`src/rtl/mem_stage_lsu_pkg.sv`:
```
// Shared definitions for the memory-stage load/store unit: funct3 codes,
// result-select encoding, FSM state type and the access legality check.
package mem_stage_lsu_pkg;

   localparam logic [2:0] F3_B  = 3'b000;
   localparam logic [2:0] F3_H  = 3'b001;
   localparam logic [2:0] F3_W  = 3'b010;
   localparam logic [2:0] F3_BU = 3'b100;
   localparam logic [2:0] F3_HU = 3'b101;

   localparam logic [1:0] RESULT_SRC_MEM = 2'b01;

   typedef enum logic [1:0] {
      StIdle,
      StBusy,
      StDone
   } lsu_state_e;

   // Size/alignment legality of a load or store; unused funct3 codes are illegal.
   function automatic logic access_legal(input logic [2:0] f3, input logic [1:0] off);
      case (f3)
         F3_B, F3_BU: return 1'b1;
         F3_H, F3_HU: return ~off[0];
         F3_W:        return off == 2'b00;
         default:     return 1'b0;
      endcase
   endfunction

endpackage

```
`src/rtl/mem_stage_lsu_align.sv`:
```
// Combinational data alignment: store lane replication and byte strobes, plus
// load byte/half extraction with sign or zero extension.
module mem_stage_lsu_align
   import mem_stage_lsu_pkg::*;
(
   input  logic [2:0]  st_funct3,
   input  logic [1:0]  st_off,
   input  logic [31:0] store_data,
   output logic [31:0] st_wdata,
   output logic [3:0]  st_wstrb,
   input  logic [2:0]  ld_funct3,
   input  logic [1:0]  ld_off,
   input  logic [31:0] load_word,
   output logic [31:0] ld_data
);

   logic [31:0] ld_shift;
   logic [15:0] ld_half;

   assign ld_shift = load_word >> {ld_off, 3'b000};
   assign ld_half  = ld_off[1] ? load_word[31:16] : load_word[15:0];

   // Store side: size is carried in funct3[1:0] (00 byte, 01 half, else word).
   always_comb begin
      st_wdata = store_data;
      st_wstrb = 4'b1111;
      case (st_funct3[1:0])
         2'b00: begin
            st_wdata = {4{store_data[7:0]}};
            st_wstrb = 4'b0001 << st_off;
         end
         2'b01: begin
            st_wdata = {2{store_data[15:0]}};
            st_wstrb = 4'b0011 << st_off;
         end
         default: ;
      endcase
   end

   // Load side: pick the addressed lane and extend to 32 bits.
   always_comb begin
      ld_data = load_word;
      case (ld_funct3)
         F3_B:    ld_data = {{24{ld_shift[7]}}, ld_shift[7:0]};
         F3_BU:   ld_data = {24'h000000, ld_shift[7:0]};
         F3_H:    ld_data = {{16{ld_half[15]}}, ld_half};
         F3_HU:   ld_data = {16'h0000, ld_half};
         default: ld_data = load_word;
      endcase
   end

endmodule

```
`src/rtl/mem_stage_lsu.sv`:
```
// Memory-stage load/store unit. Issues one registered request per access over a
// req/ready port, stalls the pipeline until completion, then releases it for a
// single DONE cycle. Optional bus timeout is compiled in with LSU_TIMEOUT_EN.
module mem_stage_lsu
   import mem_stage_lsu_pkg::*;
#(
   parameter int unsigned TIMEOUT_CYCLES = 16
) (
   input  logic        clk,
   input  logic        rst,
   input  logic [31:0] ALUResultM,
   input  logic [31:0] WriteDataM,
   input  logic        MemWriteM,
   input  logic [1:0]  ResultSrcM,
   input  logic [2:0]  Funct3M,
   output logic        mem_req,
   output logic        mem_we,
   output logic [31:0] mem_addr,
   output logic [31:0] mem_wdata,
   output logic [3:0]  mem_wstrb,
   input  logic [31:0] mem_rdata,
   input  logic        mem_ready,
   output logic [31:0] ReadDataM,
   output logic        StallM,
   output logic        FaultM,
   output logic        BusErrM
);

   lsu_state_e  state_q, state_d;
   logic        access;
   logic        legal;
   logic        start;
   logic        complete;
   logic        tmo_hit;
   logic [2:0]  ld_f3_q;
   logic [1:0]  ld_off_q;
   logic [31:0] st_wdata;
   logic [3:0]  st_wstrb;
   logic [31:0] ld_data;

   assign access   = MemWriteM | (ResultSrcM == RESULT_SRC_MEM);
   assign legal    = access_legal(Funct3M, ALUResultM[1:0]);
   assign start    = (state_q == StIdle) & access & legal;
   // Ready is only meaningful while a request is outstanding.
   assign complete = (state_q == StBusy) & mem_ready;

   mem_stage_lsu_align u_lsu_align (
      .st_funct3  (Funct3M),
      .st_off     (ALUResultM[1:0]),
      .store_data (WriteDataM),
      .st_wdata   (st_wdata),
      .st_wstrb   (st_wstrb),
      .ld_funct3  (ld_f3_q),
      .ld_off     (ld_off_q),
      .load_word  (mem_rdata),
      .ld_data    (ld_data)
   );

   // State register.
   always_ff @(posedge clk) begin
      if (rst) state_q <= StIdle;
      else     state_q <= state_d;
   end

   // Next-state logic; DONE always falls back to IDLE so a held instruction
   // cannot re-issue before the pipeline has advanced.
   always_comb begin
      state_d = state_q;
      case (state_q)
         StIdle:  if (start) state_d = StBusy;
         StBusy:  if (complete || tmo_hit) state_d = StDone;
         StDone:  state_d = StIdle;
         default: state_d = StIdle;
      endcase
   end

   // Stall output: raised combinationally on a legal access and held while busy.
   always_comb begin
      StallM = start | (state_q == StBusy);
   end

   // Request fields latch at issue and stay stable until the access ends.
   always_ff @(posedge clk) begin
      if (rst) begin
         mem_req   <= 1'b0;
         mem_we    <= 1'b0;
         mem_addr  <= 32'h0;
         mem_wdata <= 32'h0;
         mem_wstrb <= 4'h0;
         ld_f3_q   <= 3'b000;
         ld_off_q  <= 2'b00;
      end else if (start) begin
         mem_req   <= 1'b1;
         mem_we    <= MemWriteM;
         mem_addr  <= {ALUResultM[31:2], 2'b00};
         mem_wdata <= st_wdata;
         mem_wstrb <= MemWriteM ? st_wstrb : 4'b0000;
         ld_f3_q   <= Funct3M;
         ld_off_q  <= ALUResultM[1:0];
      end else if (complete || tmo_hit) begin
         mem_req   <= 1'b0;
      end
   end

   // Load result register; only a finished load (or a timed-out one) updates it.
   always_ff @(posedge clk) begin
      if (rst)                        ReadDataM <= 32'h0;
      else if (complete && !mem_we)   ReadDataM <= ld_data;
      else if (tmo_hit && !mem_we)    ReadDataM <= 32'h0;
   end

   // Fault pulse for a misaligned or unsupported access seen in IDLE.
   always_ff @(posedge clk) begin
      if (rst) FaultM <= 1'b0;
      else     FaultM <= (state_q == StIdle) & access & ~legal;
   end

`ifdef LSU_TIMEOUT_EN
   localparam int unsigned CntW = $clog2(TIMEOUT_CYCLES + 1);

   logic [CntW-1:0] tmo_cnt_q;

   // Counts BUSY cycles; cnt equals the index of the current BUSY cycle.
   always_ff @(posedge clk) begin
      if (rst || start)              tmo_cnt_q <= '0;
      else if (state_q == StBusy)    tmo_cnt_q <= tmo_cnt_q + 1'b1;
   end

   // A ready arriving on the limit cycle completes normally instead.
   assign tmo_hit = (state_q == StBusy) & ~mem_ready &
                    (tmo_cnt_q == CntW'(TIMEOUT_CYCLES - 1));

   // Bus error pulse coincides with the DONE cycle of a timed-out access.
   always_ff @(posedge clk) begin
      if (rst) BusErrM <= 1'b0;
      else     BusErrM <= tmo_hit;
   end
`else
   logic unused_timeout;

   assign tmo_hit        = 1'b0;
   assign BusErrM        = 1'b0;
   assign unused_timeout = ^TIMEOUT_CYCLES;
`endif

endmodule

```
`config.mk`:
```
export PLATFORM = sky130hd
export DESIGN_NAME = mem_stage_lsu
export DESIGN_NICKNAME = d
export VERILOG_FILES = /design/src/rtl/mem_stage_lsu_pkg.sv /design/src/rtl/mem_stage_lsu_align.sv /design/src/rtl/mem_stage_lsu.sv
export SDC_FILE = /design/constraint.sdc
export NUM_CORES = 1
export LEC_CHECK = 0
export BUFFER_PORTS_ARGS = -buffer_cell sky130_fd_sc_hd__buf_4
export CORE_ASPECT_RATIO = 0.7
export CORE_UTILIZATION = 25
export DETAILED_ROUTE_END_ITERATION = 12
export HOLD_SLACK_MARGIN = 0.02
export PLACE_DENSITY = 0.58
export SLEW_MARGIN = 20
export SYNTH_ARGS = -nofsm -noshare
export SYNTH_HDL_FRONTEND = slang
export SYNTH_SLANG_ARGS = --single-unit
```
`constraint.sdc`:
```
create_clock -name clk -period 1.5 [get_ports clk]
set_input_delay 0.15 -clock clk [delete_from_list [all_inputs] [get_ports clk]]
set_output_delay 0.15 -clock clk [all_outputs]
set_load 0.02 [all_outputs]
```
==> impl_metrics.tcl <==
set metrics [dict create \
    synth_fa_ha_area_share_pct 0 \
    slowest_delay_ps 350 \
    clkPwrFrac_pct 33.8 \
    grt_usage_pct 16.3 \
    area_growth_pct 52.8 \
    routed_wl_um 16400 \
    rows 42 \
    synthMuxAreaShare_pct 5.97 \
    synth.yosys.seq_area_share_pct 44.5 \
    finish.instance_area_um2 7420 \
    clockBufferDepth 2 \
    cp.depth 6 \
    cts-root-buf "clkbuf_16" \
    synthTopCellsByArea "dfxtp_1 45%, nand2_1 12%, a21oi_1 7.5%" \
    initialDrtViolationCount 293 \
    synth_commonest_cells "149 x nand2_1, 108 x dfxtp_1, 73 x a21oi_1, 52 x nor2_1, 30 x clkbuf_1" \
    cts_inserted_buffers 9 \
    rsz0062_at_grt "true" \
    antenna_found_initial 0 \
    synth_top_area_share_pct 44.5 \
    drc 0 \
    critPathBufInv 2 \
    n_fill_cell 1950 \
    peakVddDrop_uv 488 \
    syn_area_um2 4860 \
    synth_seq_cells 108 \
    synth_ff_type "dfxtp_1" \
    place_congestion 0.823 \
    r2r_cells 6 \
    cp-start-kind "register" \
    crit_type "reg2reg" \
    grt_pass1_vias 4653 \
    end_kind "register" \
    layout_setup_ws_ps 90.9 \
    period_minus_slack_ps 1410 \
    synth-edff-count 0 \
    cap_violations 0 \
    cp-endpoint "mem_wdata[23]" \
    ios 210 \
    via_count 4946 \
    hold-worst-slack_ps 43.6 \
    via_per_inst 4.58 \
    port_buffers 206 \
    power.switching_uw 2130 \
    async_flop_share_pct 0 \
    fin_crit_sh_pct 93.9 \
    cts_htree_levels 3 \
    yosysMostFrequentCell "nand2_1" \
    pre_cts_ws_ps -20.7 \
    hold_viol_final 0 \
    start_util_pct 25.6 \
    nets 916 \
    clock.fmax_ghz 0.710 \
    timing.rr.start "state_q[1]" \
    synth-compound-area-share_pct 23.3 \
    pwr-share-comb_pct 23.3 \
    synthCells 598 \
    seqPwrFrac_pct 42.8 \
    cpMaxStageDelayCell "dfxtp_2" \
    grt_pass1_wl_um 25400 \
    gr-total-overflow 0 \
    hp-class "in2reg" \
    leakagePower_uw 0.00310 \
    placed_cell_area_um2 6960 \
    dieArea_um2 20000 \
    cp-startpoint "state_q[1]" \
    yosysWarnings 0 \
    die_x_um 169 \
    slew_viol_final 0 \
    multi_input_area_um2 2510 \
    crit_required_ps 1770 \
    dieHeight_um 119 \
    coreArea_um2 19000 \
    power_uw 7360 \
    syn_avg_cell_area_um2 8.12 \
    p_int_uw 5230 \
    ant_nets 0 \
    cts_sinks 108 \
    rrSetupSlack_ps 90 \
    seq_area_um2 2170 \
    cts_hold_buf 0 \
    synthSimpleGateAreaFrac_pct 19.7 \
    synth_top_family_by_area "compound AO/OA/AOI/OAI gates" \
    path_clk_slew_ps 70 \
    path_cells "nor2_4 > buf_4 > o221a_4 > buf_12 > nor2_1 > a211oi_2" \
    dpl.hpwl_um 12000 \
    fin_util_pct 39.1 \
    cts_tree "done" \
    synth_cell_type_count 38 \
    synthXorXnorAreaFrac_pct 0 \
    antenna_cells 0 \
    outcome "complete, no violations" \
    crit_family "compound AO/OA/AOI/OAI gates" \
    grt_max_degree 43 \
    crit_arrival_ps 1680 \
    skew_ps 7.71 \
    setup_viol 0 \
    yosysTopAreaCell "dfxtp_1" \
    power_density_nw_per_um2 991 \
    p_sw_share_pct 28.9 \
    drive_gt1_share_pct 38.5 \
    first_pass_iters 5 \
    path_max_fanout 42 \
    r2r-end "mem_wdata[23]" \
    wl_per_cell_um 15.2 \
    min_from "ALUResultM[30]" \
    worstSkewPairLatency_ps 350 \
]
routing by layer:
metal	share of wire, %	track usage, %
met5	0	0
met4	1.4	4.43
met3	7.9	5.29
met2	42	23.0
met1	49	23.3
tightest hold or removal path: stages:
cell and delay, ps:
buf_4 100, nand2_1 50, a21oi_1 50
cells in the final DEF, fill, tap and decap left out, types with 2 or more instances in the layout:
master      instances
nor3_1              3
a211oi_2           19
dfxtp_2             2
mux2i_2             2
clkinvlp_4          2
clkbuf_8            2
clkbuf_16          10
nor2b_1             5
a21oi_2             3
nand2_1           149
mux2i_1            27
a211oi_1           11
a221o_1             7
o22ai_1             9
o41ai_1             2
nand3_1             3
a21oi_1            73
and3_1              5
a311oi_2            8
buf_12             11
conb_1              3
buf_4             240
nand2_2             2
clkbuf_1            2
nand2b_1            2
nand3b_1            3
o211ai_1            4
inv_1              12
o21bai_1            6
dfxtp_1           105
o21ai_0            17
nor2_1             51
how the worst min path moves through the flow:
stage | endpoint | slack [ps] | cells past startpoint
3_5_place_dp | mem_addr[14] | 410 | 3
3_3_place_gp | mem_addr[15] | 400 | 3
4_1_cts | mem_addr[30] | 20 | 3
2_1_floorplan | ld_f3_q[2] | 290 | 2
6_report | mem_addr[30] | 40 | 3
5_1_grt | mem_addr[9] | 20 | 3
power groups by stage:
| stage | Sequential (µW) | Clock [µW] | Combinational, µW |
|---|---|---|---|
| 2_1_floorplan | 3410 | 0 | 669 |
| 3_3_place_gp | 3210 | 0 | 1670 |
| 3_5_place_dp | 3210 | 0 | 1680 |
| 4_1_cts | 3150 | 2570 | 1690 |
| 5_1_grt | 3180 | 2690 | 1860 |
| 6_report | 3150 | 2490 | 1720 |
cell type report:
| cell class | count | area share (%) |
|---|---|---|
| multi-input cells | 427 | 33.9 |
| flip-flops and latches | 108 | 29.2 |
| repair buffers | 253 | 27.7 |
| well taps | 264 | 4.45 |
| clock buffers | 13 | 3.51 |
| clock inverters | 3 | 0.607 |
| inverters | 12 | 0.607 |
flip-flops by register name, summed over array words and instances (netlist names):
| signal | cells |
|---|---|
| ReadDataM | 32 |
| mem_wdata | 32 |
| mem_addr | 30 |
| mem_wstrb | 4 |
| ld_f3_q | 3 |
| ld_off_q | 2 |
| state_q | 2 |
| FaultM | 1 |
| mem_req | 1 |
| mem_we | 1 |
stage by stage:
stage                     cells  TNS (ps)
after detailed placement   1060     -45.8
after CTS                  1078         0
after global placement     1060         0
final                      1080         0
after global routing       1080     -54.0
after floorplan             600         0
timing repair:
action                     CTS  global route
gates resized for setup      2            23
setup endpoints to repair    1            51
gates cloned                 0             1
pin swaps                    1             5
buffers inserted             2             1
logic make-up (layout without fill, tap and decap cells):
logic type | count (synthesis) | in the layout
AOI/OAI and AO/OA | 164 | 164
buffers and inverters | 65 | 281
DFF | 108 | 108
muxes | 29 | 29
other | 1 | 3
and+or+nand+nor | 231 | 231
No activity file was read; power rests on OpenSTA's default activity.
